===== config.mk =====
export PLATFORM = sky130hd
export DESIGN_NAME = id_ex_alu_stage
export DESIGN_NICKNAME = d
export VERILOG_FILES = /design/src/rtl/mips_pkg.sv /design/src/rtl/alu_ctrl_dec.sv /design/src/rtl/id_ex_alu_stage.sv
export SDC_FILE = /design/constraint.sdc
export NUM_CORES = 1
export LEC_CHECK = 0
export CAP_MARGIN = 20
export CORE_MARGIN = 4
export CORE_UTILIZATION = 50
export CTS_CLUSTER_SIZE = 12
export DETAILED_ROUTE_END_ITERATION = 12
export PLACE_DENSITY = 0.81
export SLEW_MARGIN = 10
export SYNTH_ARGS = -nofsm -noshare
export SYNTH_HDL_FRONTEND = slang
export SYNTH_SLANG_ARGS = --single-unit

===== constraint.sdc =====
create_clock -name clk -period 2.5 [get_ports clk]
set_clock_uncertainty 0.1 [all_clocks]
set_input_delay 0.375 -clock clk [delete_from_list [all_inputs] [get_ports clk]]
set_output_delay 0.375 -clock clk [all_outputs]
set_load 0.02 [all_outputs]

===== src/rtl/mips_pkg.sv =====
// Shared MIPS decode constants, ALU operation encodings and stage state type
// for the ID/EX ALU-control stage.
package mips_pkg;

    localparam logic [5:0] OPC_RTYPE  = 6'h00;
    localparam logic [5:0] OPC_ADDI   = 6'h08;
    localparam logic [5:0] OPC_SLTI   = 6'h0A;
    localparam logic [5:0] OPC_ANDI   = 6'h0C;
    localparam logic [5:0] OPC_ORI    = 6'h0D;

    localparam logic [5:0] FUNCT_ADD  = 6'h20;
    localparam logic [5:0] FUNCT_SUB  = 6'h22;
    localparam logic [5:0] FUNCT_AND  = 6'h24;
    localparam logic [5:0] FUNCT_OR   = 6'h25;
    localparam logic [5:0] FUNCT_SLT  = 6'h2A;

    typedef enum logic [1:0] {
        ALU_AND = 2'b00,
        ALU_OR  = 2'b01,
        ALU_ADD = 2'b10
    } alu_op_e;

    typedef enum logic {
        EXT_ZERO = 1'b0,
        EXT_SIGN = 1'b1
    } ext_mode_e;

    typedef enum logic {
        BSEL_RT  = 1'b0,
        BSEL_IMM = 1'b1
    } b_sel_e;

    typedef enum logic [1:0] {
        ST_EMPTY = 2'b00,
        ST_HALF  = 2'b01,
        ST_FULL  = 2'b10
    } stage_state_e;

endpackage


===== src/rtl/alu_ctrl_dec.sv =====
// Combinational MIPS opcode/funct decode into ALU controls, operand-b select
// and the extended immediate.
module alu_ctrl_dec
    import mips_pkg::*;
#(
    parameter int DATA_W = 32
) (
    input  logic [5:0]        opcode_i,
    input  logic [5:0]        funct_i,
    input  logic [15:0]       imm_i,
    output logic              bi_o,
    output logic              ci_o,
    output alu_op_e           op_o,
    output logic              slt_o,
    output logic              illegal_o,
    output b_sel_e            b_sel_o,
    output logic [DATA_W-1:0] imm_ext_o
);

    ext_mode_e ext_mode;

    always_comb begin
        bi_o      = 1'b0;
        ci_o      = 1'b0;
        op_o      = ALU_AND;
        slt_o     = 1'b0;
        illegal_o = 1'b0;
        b_sel_o   = BSEL_RT;
        ext_mode  = EXT_ZERO;
        unique case (opcode_i)
            OPC_RTYPE: begin
                unique case (funct_i)
                    FUNCT_ADD: op_o = ALU_ADD;
                    FUNCT_SUB: begin op_o = ALU_ADD; bi_o = 1'b1; ci_o = 1'b1; end
                    FUNCT_AND: op_o = ALU_AND;
                    FUNCT_OR:  op_o = ALU_OR;
                    FUNCT_SLT: begin
                        op_o = ALU_ADD; bi_o = 1'b1; ci_o = 1'b1; slt_o = 1'b1;
                    end
                    default:   illegal_o = 1'b1;
                endcase
            end
            OPC_ADDI: begin op_o = ALU_ADD; b_sel_o = BSEL_IMM; ext_mode = EXT_SIGN; end
            OPC_ANDI: begin op_o = ALU_AND; b_sel_o = BSEL_IMM; end
            OPC_ORI:  begin op_o = ALU_OR;  b_sel_o = BSEL_IMM; end
            OPC_SLTI: begin
                op_o = ALU_ADD; bi_o = 1'b1; ci_o = 1'b1; slt_o = 1'b1;
                b_sel_o = BSEL_IMM; ext_mode = EXT_SIGN;
            end
            default:  illegal_o = 1'b1;
        endcase
    end

    assign imm_ext_o = (ext_mode == EXT_SIGN) ? {{(DATA_W-16){imm_i[15]}}, imm_i}
                                              : {{(DATA_W-16){1'b0}}, imm_i};

endmodule


===== src/rtl/id_ex_alu_stage.sv =====
// ID/EX register stage: decodes an instruction into ALU controls and holds it in
// a main register backed by one skid register, so in_ready never waits on out_ready.
module id_ex_alu_stage
    import mips_pkg::*;
#(
    parameter int DATA_W = 32
) (
    input  logic              clk,
    input  logic              rst_n,
    input  logic              in_valid,
    output logic              in_ready,
    input  logic [5:0]        in_opcode,
    input  logic [5:0]        in_funct,
    input  logic [DATA_W-1:0] in_rs_val,
    input  logic [DATA_W-1:0] in_rt_val,
    input  logic [15:0]       in_imm,
    input  logic [4:0]        in_rd,
    input  logic              flush,
    output logic              out_valid,
    input  logic              out_ready,
    output logic [DATA_W-1:0] out_a,
    output logic [DATA_W-1:0] out_b,
    output logic              out_bi,
    output logic              out_ci,
    output logic [1:0]        out_op,
    output logic              out_slt,
    output logic [4:0]        out_rd,
    output logic              out_illegal
);

    typedef struct packed {
        logic [DATA_W-1:0] a;
        logic [DATA_W-1:0] b;
        logic              bi;
        logic              ci;
        alu_op_e           op;
        logic              slt;
        logic [4:0]        rd;
        logic              illegal;
    } beat_t;

    logic              dec_bi;
    logic              dec_ci;
    alu_op_e           dec_op;
    logic              dec_slt;
    logic              dec_illegal;
    b_sel_e            dec_b_sel;
    logic [DATA_W-1:0] dec_imm_ext;
    beat_t             in_beat;

    stage_state_e state_q, state_d;
    beat_t        main_q, main_d;
    beat_t        skid_q, skid_d;
    logic         in_ready_q, in_ready_d;
    logic         in_fire, out_fire;

    alu_ctrl_dec #(.DATA_W(DATA_W)) u_dec (
        .opcode_i  (in_opcode),
        .funct_i   (in_funct),
        .imm_i     (in_imm),
        .bi_o      (dec_bi),
        .ci_o      (dec_ci),
        .op_o      (dec_op),
        .slt_o     (dec_slt),
        .illegal_o (dec_illegal),
        .b_sel_o   (dec_b_sel),
        .imm_ext_o (dec_imm_ext)
    );

    // Illegal instructions still carry their operands, but never a writeback target.
    always_comb begin
        in_beat.a       = in_rs_val;
        in_beat.b       = (dec_b_sel == BSEL_IMM) ? dec_imm_ext : in_rt_val;
        in_beat.bi      = dec_bi;
        in_beat.ci      = dec_ci;
        in_beat.op      = dec_op;
        in_beat.slt     = dec_slt;
        in_beat.rd      = dec_illegal ? 5'd0 : in_rd;
        in_beat.illegal = dec_illegal;
    end

    assign out_valid = (state_q != ST_EMPTY);
    assign in_fire   = in_valid & in_ready_q;
    assign out_fire  = out_valid & out_ready;

    always_comb begin
        state_d = state_q;
        main_d  = main_q;
        skid_d  = skid_q;
        if (flush) begin
            state_d = ST_EMPTY;
            main_d  = '0;
            skid_d  = '0;
        end else begin
            unique case (state_q)
                ST_EMPTY: begin
                    if (in_fire) begin
                        main_d  = in_beat;
                        state_d = ST_HALF;
                    end
                end
                ST_HALF: begin
                    if (in_fire && out_fire) begin
                        main_d = in_beat;
                    end else if (in_fire) begin
                        skid_d  = in_beat;
                        state_d = ST_FULL;
                    end else if (out_fire) begin
                        state_d = ST_EMPTY;
                    end
                end
                ST_FULL: begin
                    if (out_fire) begin
                        main_d  = skid_q;
                        state_d = ST_HALF;
                    end
                end
                default: state_d = ST_EMPTY;
            endcase
        end
        in_ready_d = (state_d != ST_FULL);
    end

    always_ff @(posedge clk or negedge rst_n) begin
        if (!rst_n) begin
            state_q    <= ST_EMPTY;
            main_q     <= '0;
            skid_q     <= '0;
            in_ready_q <= 1'b1;
        end else begin
            state_q    <= state_d;
            main_q     <= main_d;
            skid_q     <= skid_d;
            in_ready_q <= in_ready_d;
        end
    end

    assign in_ready    = in_ready_q;
    assign out_a       = main_q.a;
    assign out_b       = main_q.b;
    assign out_bi      = main_q.bi;
    assign out_ci      = main_q.ci;
    assign out_op      = main_q.op;
    assign out_slt     = main_q.slt;
    assign out_rd      = main_q.rd;
    assign out_illegal = main_q.illegal;

endmodule


==> summary.md <==
| Metric | Value |
|---|---|
| Result of the run | `complete, no violations` |
| Nature of the critical path startpoint | `flop` |
| Clock net sink count | `151` |
| Number of buffers created by CTS | `17` |
| Clock Pin Slew Worst Setup and Hold Paths | `~0.060 ns` |
| Largest stage delay on the critical path | `roughly 0.54 ns` |
| Effective utilization at floorplan | `between 50% and 60%` |
| Met2 usage | `between 30% and 40%` |
| Register bit total from synthesis | `~150` |
| H-tree levels | `4` |
| Headroom to the max-slew limit | `around two fifths` |
| Global-route wire length before repair | `between 30 and 40 mm` |
| IR Drop Worst-Case VDD | `0.426 mV` |
| Clock tree from TritonCTS | `done` |
| Final Hold Fails | `0` |
| Reg-to-reg critical path startpoint | `in_ready` |
| DRT Wirelength | `19.6 mm` |
| Routed wirelength normalized by instance count | `about 19 um` |
| DP Wirelength | `about 13 mm` |
| Setup repair after global routing missed its margin | `no` |
| Worst-skew pair later-pin latency | `between 0.4 and 0.5 ns` |
| Number of pins with negative max-slew slack in the final report | `0` |
| Post-CTS resize count | `0` |
| Data arrival time of the critical path | `roughly 1.8 ns` |
| Worst reg2reg setup slack | `around 0.45 ns` |
| Cells along the critical path | `or2_2, clkdlybuf4s50_1` |
| Top area cells in the synthesized netlist | `sky130_fd_sc_hd__dfrtp_1 (53%), sky130_fd_sc_hd__nand2_1 (5.4%), sky130_fd_sc_hd__mux2i_1 (4.9%)` |
| Capturing element type of the critical path | `output port` |
| Pin count of the biggest net entering global routing | `68` |
| Most used standard cells in the synthesized netlist | `sky130_fd_sc_hd__dfrtp_1 (150), sky130_fd_sc_hd__nand2_1 (102), sky130_fd_sc_hd__nor2_1 (44)` |
| Count of yosys warnings during synthesis | `0` |
| Die outline height | `127 um` |
| Library cell used as clock root buffer | `sky130_fd_sc_hd__clkbuf_16` |
| Synthesized area per cell | `10.4 um^2` |
| Count of inserted antenna diode cells | `0` |
| Number of setup violations in the final report | `0` |
| Initial antenna violation count | `0` |
| Share of post-route cells with drive strength above 1 | `between 7 and 8%` |
| Worst path slowest cell | `sky130_fd_sc_hd__clkdlybuf4s50_1` |
| Final Cycle Share | `between 90% and 100%` |
| Residual antenna-violating net count after detailed routing | `0` |
| Top-Level Pins | `about 180` |
| Hold Worst Slack | `~0.29 ns` |
| Gate count after technology mapping | `683` |
| Global-route usage over all layers | `between 20 and 25%` |
| Buffers on Ports | `around 180` |
| Routability congestion estimate | `0.844` |
| Launching element of the worst setup path | `state_q[1]` |
| Synth Net Count | `785` |
| Power density over the cells | `645 mW/mm^2` |
| Post-synthesis instance area | `slightly above 0.007 mm^2` |
| Count of vias placed by the detailed router | `around 6200` |
| Category of the most critical setup path | `flop to output port` |
| Sum Neg Setup Slack | `0 ns` |
| Worst Slack Setup Final | `approximately 0.25 ns` |
| Most area-hungry cell type in the Yosys netlist | `sky130_fd_sc_hd__dfrtp_1` |
| Post-CTS setup buffer count | `0` |
| Final min period | `2.25 ns` |
| Net count, final | `936` |
| Number of maximum-capacitance constraint violations | `0` |
| Placeable core region | `0.0139 mm^2` |
| Busiest layer in global routing | `met2` |
| DR vias/cell | `around 6.1` |
| Width of the die | `around 130 um` |
| Total placed cells including tap cells | `994` |
| Share of Yosys cell area claimed by the top area cell type | `a little over half` |
| Worst path top cell family by delay | `buffers and inverters` |
| First-pass iteration count of the detailed router | `8` |
| Crit path required time | `around 2.0 ns` |
| Highest net fanout along the worst path | `9` |
| Hold Path Class | `primary input to flop` |
| Overall die area | `0.0162 mm^2` |
| Count of unresolved DRC violations after routing | `0` |
| Fill cell total of the finished layout | `1026` |
| Number of core rows | `43` |
| Vias in the first global route | `between 6000 and 7000` |
| Multi-input logic area | `approximately 0.0030 mm^2` |
| Worst slack at placement | `0.0482 ns` |
| Distinct cell type count after synthesis | `a little under 50` |
| Beginning of the worst hold path | `flush` |
| Final Total Pwr | `between 6000 and 7000 uW` |
| Least-Margin Pin Slew | `0.889 ns` |
| Cell with the most instances after synthesis | `sky130_fd_sc_hd__dfrtp_1` |
| Async SR Flop Fraction | `between 90% and 100%` |
| P_leak | `0.00417 uW` |
| Maximum operating frequency | `about 440 MHz` |
| Area occupied by registers | `between 0.003 and 0.004 mm^2` |
| Buffers & Inverters on Critical Path | `1` |
| Final cell count without fillers | `around 1000` |
| Area added between synthesis and finish | `35.8%` |
| First DRT Iteration DRCs | `just under 700` |
| Seq/Total Area, Yosys | `53.0%` |
| Met1 track utilization from global routing | `roughly a third` |
| Clock buffer depth | `2` |
| Overflow left after global routing | `0` |
| EDFF count, synth | `0` |
| Quantity of hold-fixing buffers added after cts | `1` |
| GR Layer Usage met3 | `4.97%` |
| Top flip-flop cell by instance count after synthesis | `sky130_fd_sc_hd__dfrtp_1` |
report_power, final:
group / internal (uW) / total, uW / switching, uW
Clock: 1520 / 2520 / 997
Sequential: 2570 / 2660 / 82.9
Combinational: 507 / 1070 / 559
Total: 4600 / 6240 / 1640
worst paths after layout:
kind | cells after the start | endpoint
min | 2 | state_q[0]
min in group asynchronous | 2 | out_a[20]
max in group asynchronous | 3 | in_ready
min reg2reg | 2 | skid_q[42]
max reg2reg | 5 | out_a[15]
max | 2 | out_valid
kinds of logic (layout without fill, tap and decap cells):
family	Yosys count	count (layout)	synth area share [%]
AND/OR/NAND/NOR	221	221	15.2
AO/OA/AOI/OAI	207	207	22.2
flip-flops	151	151	53.0
buffers and inverters	69	233	4.72
multiplexers	35	35	4.92
cells in the final DEF, fill, tap and decap left out, types with 6 or more instances in the layout:
cell                              Yosys  final
sky130_fd_sc_hd__clkbuf_16            0     17
sky130_fd_sc_hd__nor2_1              44     44
sky130_fd_sc_hd__a32o_1              23     23
sky130_fd_sc_hd__o21ai_1              7      7
sky130_fd_sc_hd__buf_12               0      9
sky130_fd_sc_hd__nor3b_1             17     17
sky130_fd_sc_hd__nor2b_1             17     16
sky130_fd_sc_hd__a311oi_1            32     32
sky130_fd_sc_hd__o21ai_0             32     32
sky130_fd_sc_hd__nand2_1            102    102
sky130_fd_sc_hd__a211o_1             18     18
sky130_fd_sc_hd__clkinvlp_4           0      6
sky130_fd_sc_hd__clkdlybuf4s50_1      0    176
sky130_fd_sc_hd__nand2b_1            20     19
sky130_fd_sc_hd__mux2i_1             35     35
sky130_fd_sc_hd__a22o_1              36     36
sky130_fd_sc_hd__o31ai_1             16     16
sky130_fd_sc_hd__buf_4                6     11
sky130_fd_sc_hd__dfrtp_1            150    150
sky130_fd_sc_hd__a21oi_1             26     25
per-layer routing:
metal | up-vias | share of wire (%)
li1 | 2795 | -
met1 | 3084 | 43
met2 | 314 | 47
met3 | 34 | 8.0
met4 | 0 | 1.7
met5 | - | 0
final cells by class:
| class | count | area share, % |
|---|---|---|
| flip-flops and latches | 151 | 39.0 |
| well taps | 180 | 2.33 |
| multi-input cells | 463 | 31.3 |
| clock buffers | 21 | 4.76 |
| repair buffers | 199 | 21.2 |
| inverters | 2 | 0.0775 |
| clock inverters | 11 | 1.28 |
through the flow:
step | instance area (um^2) | utilization [%]
after floorplan | 7130 | -
after global placement | 9090 | 65.2
after detailed placement | 9090 | 65.2
after CTS | 9680 | 69.5
after global routing | 9680 | 69.5
final | 9680 | 69.5
sequential cells by signal (all words and copies together), names as in the netlist:
signal       count
out_op           2
out_slt          1
out_ci           1
out_b           32
skid_q          74
out_illegal      1
in_ready         1
state_q          2
out_rd           5
out_a           32
Power figures use the tool's default switching activity.
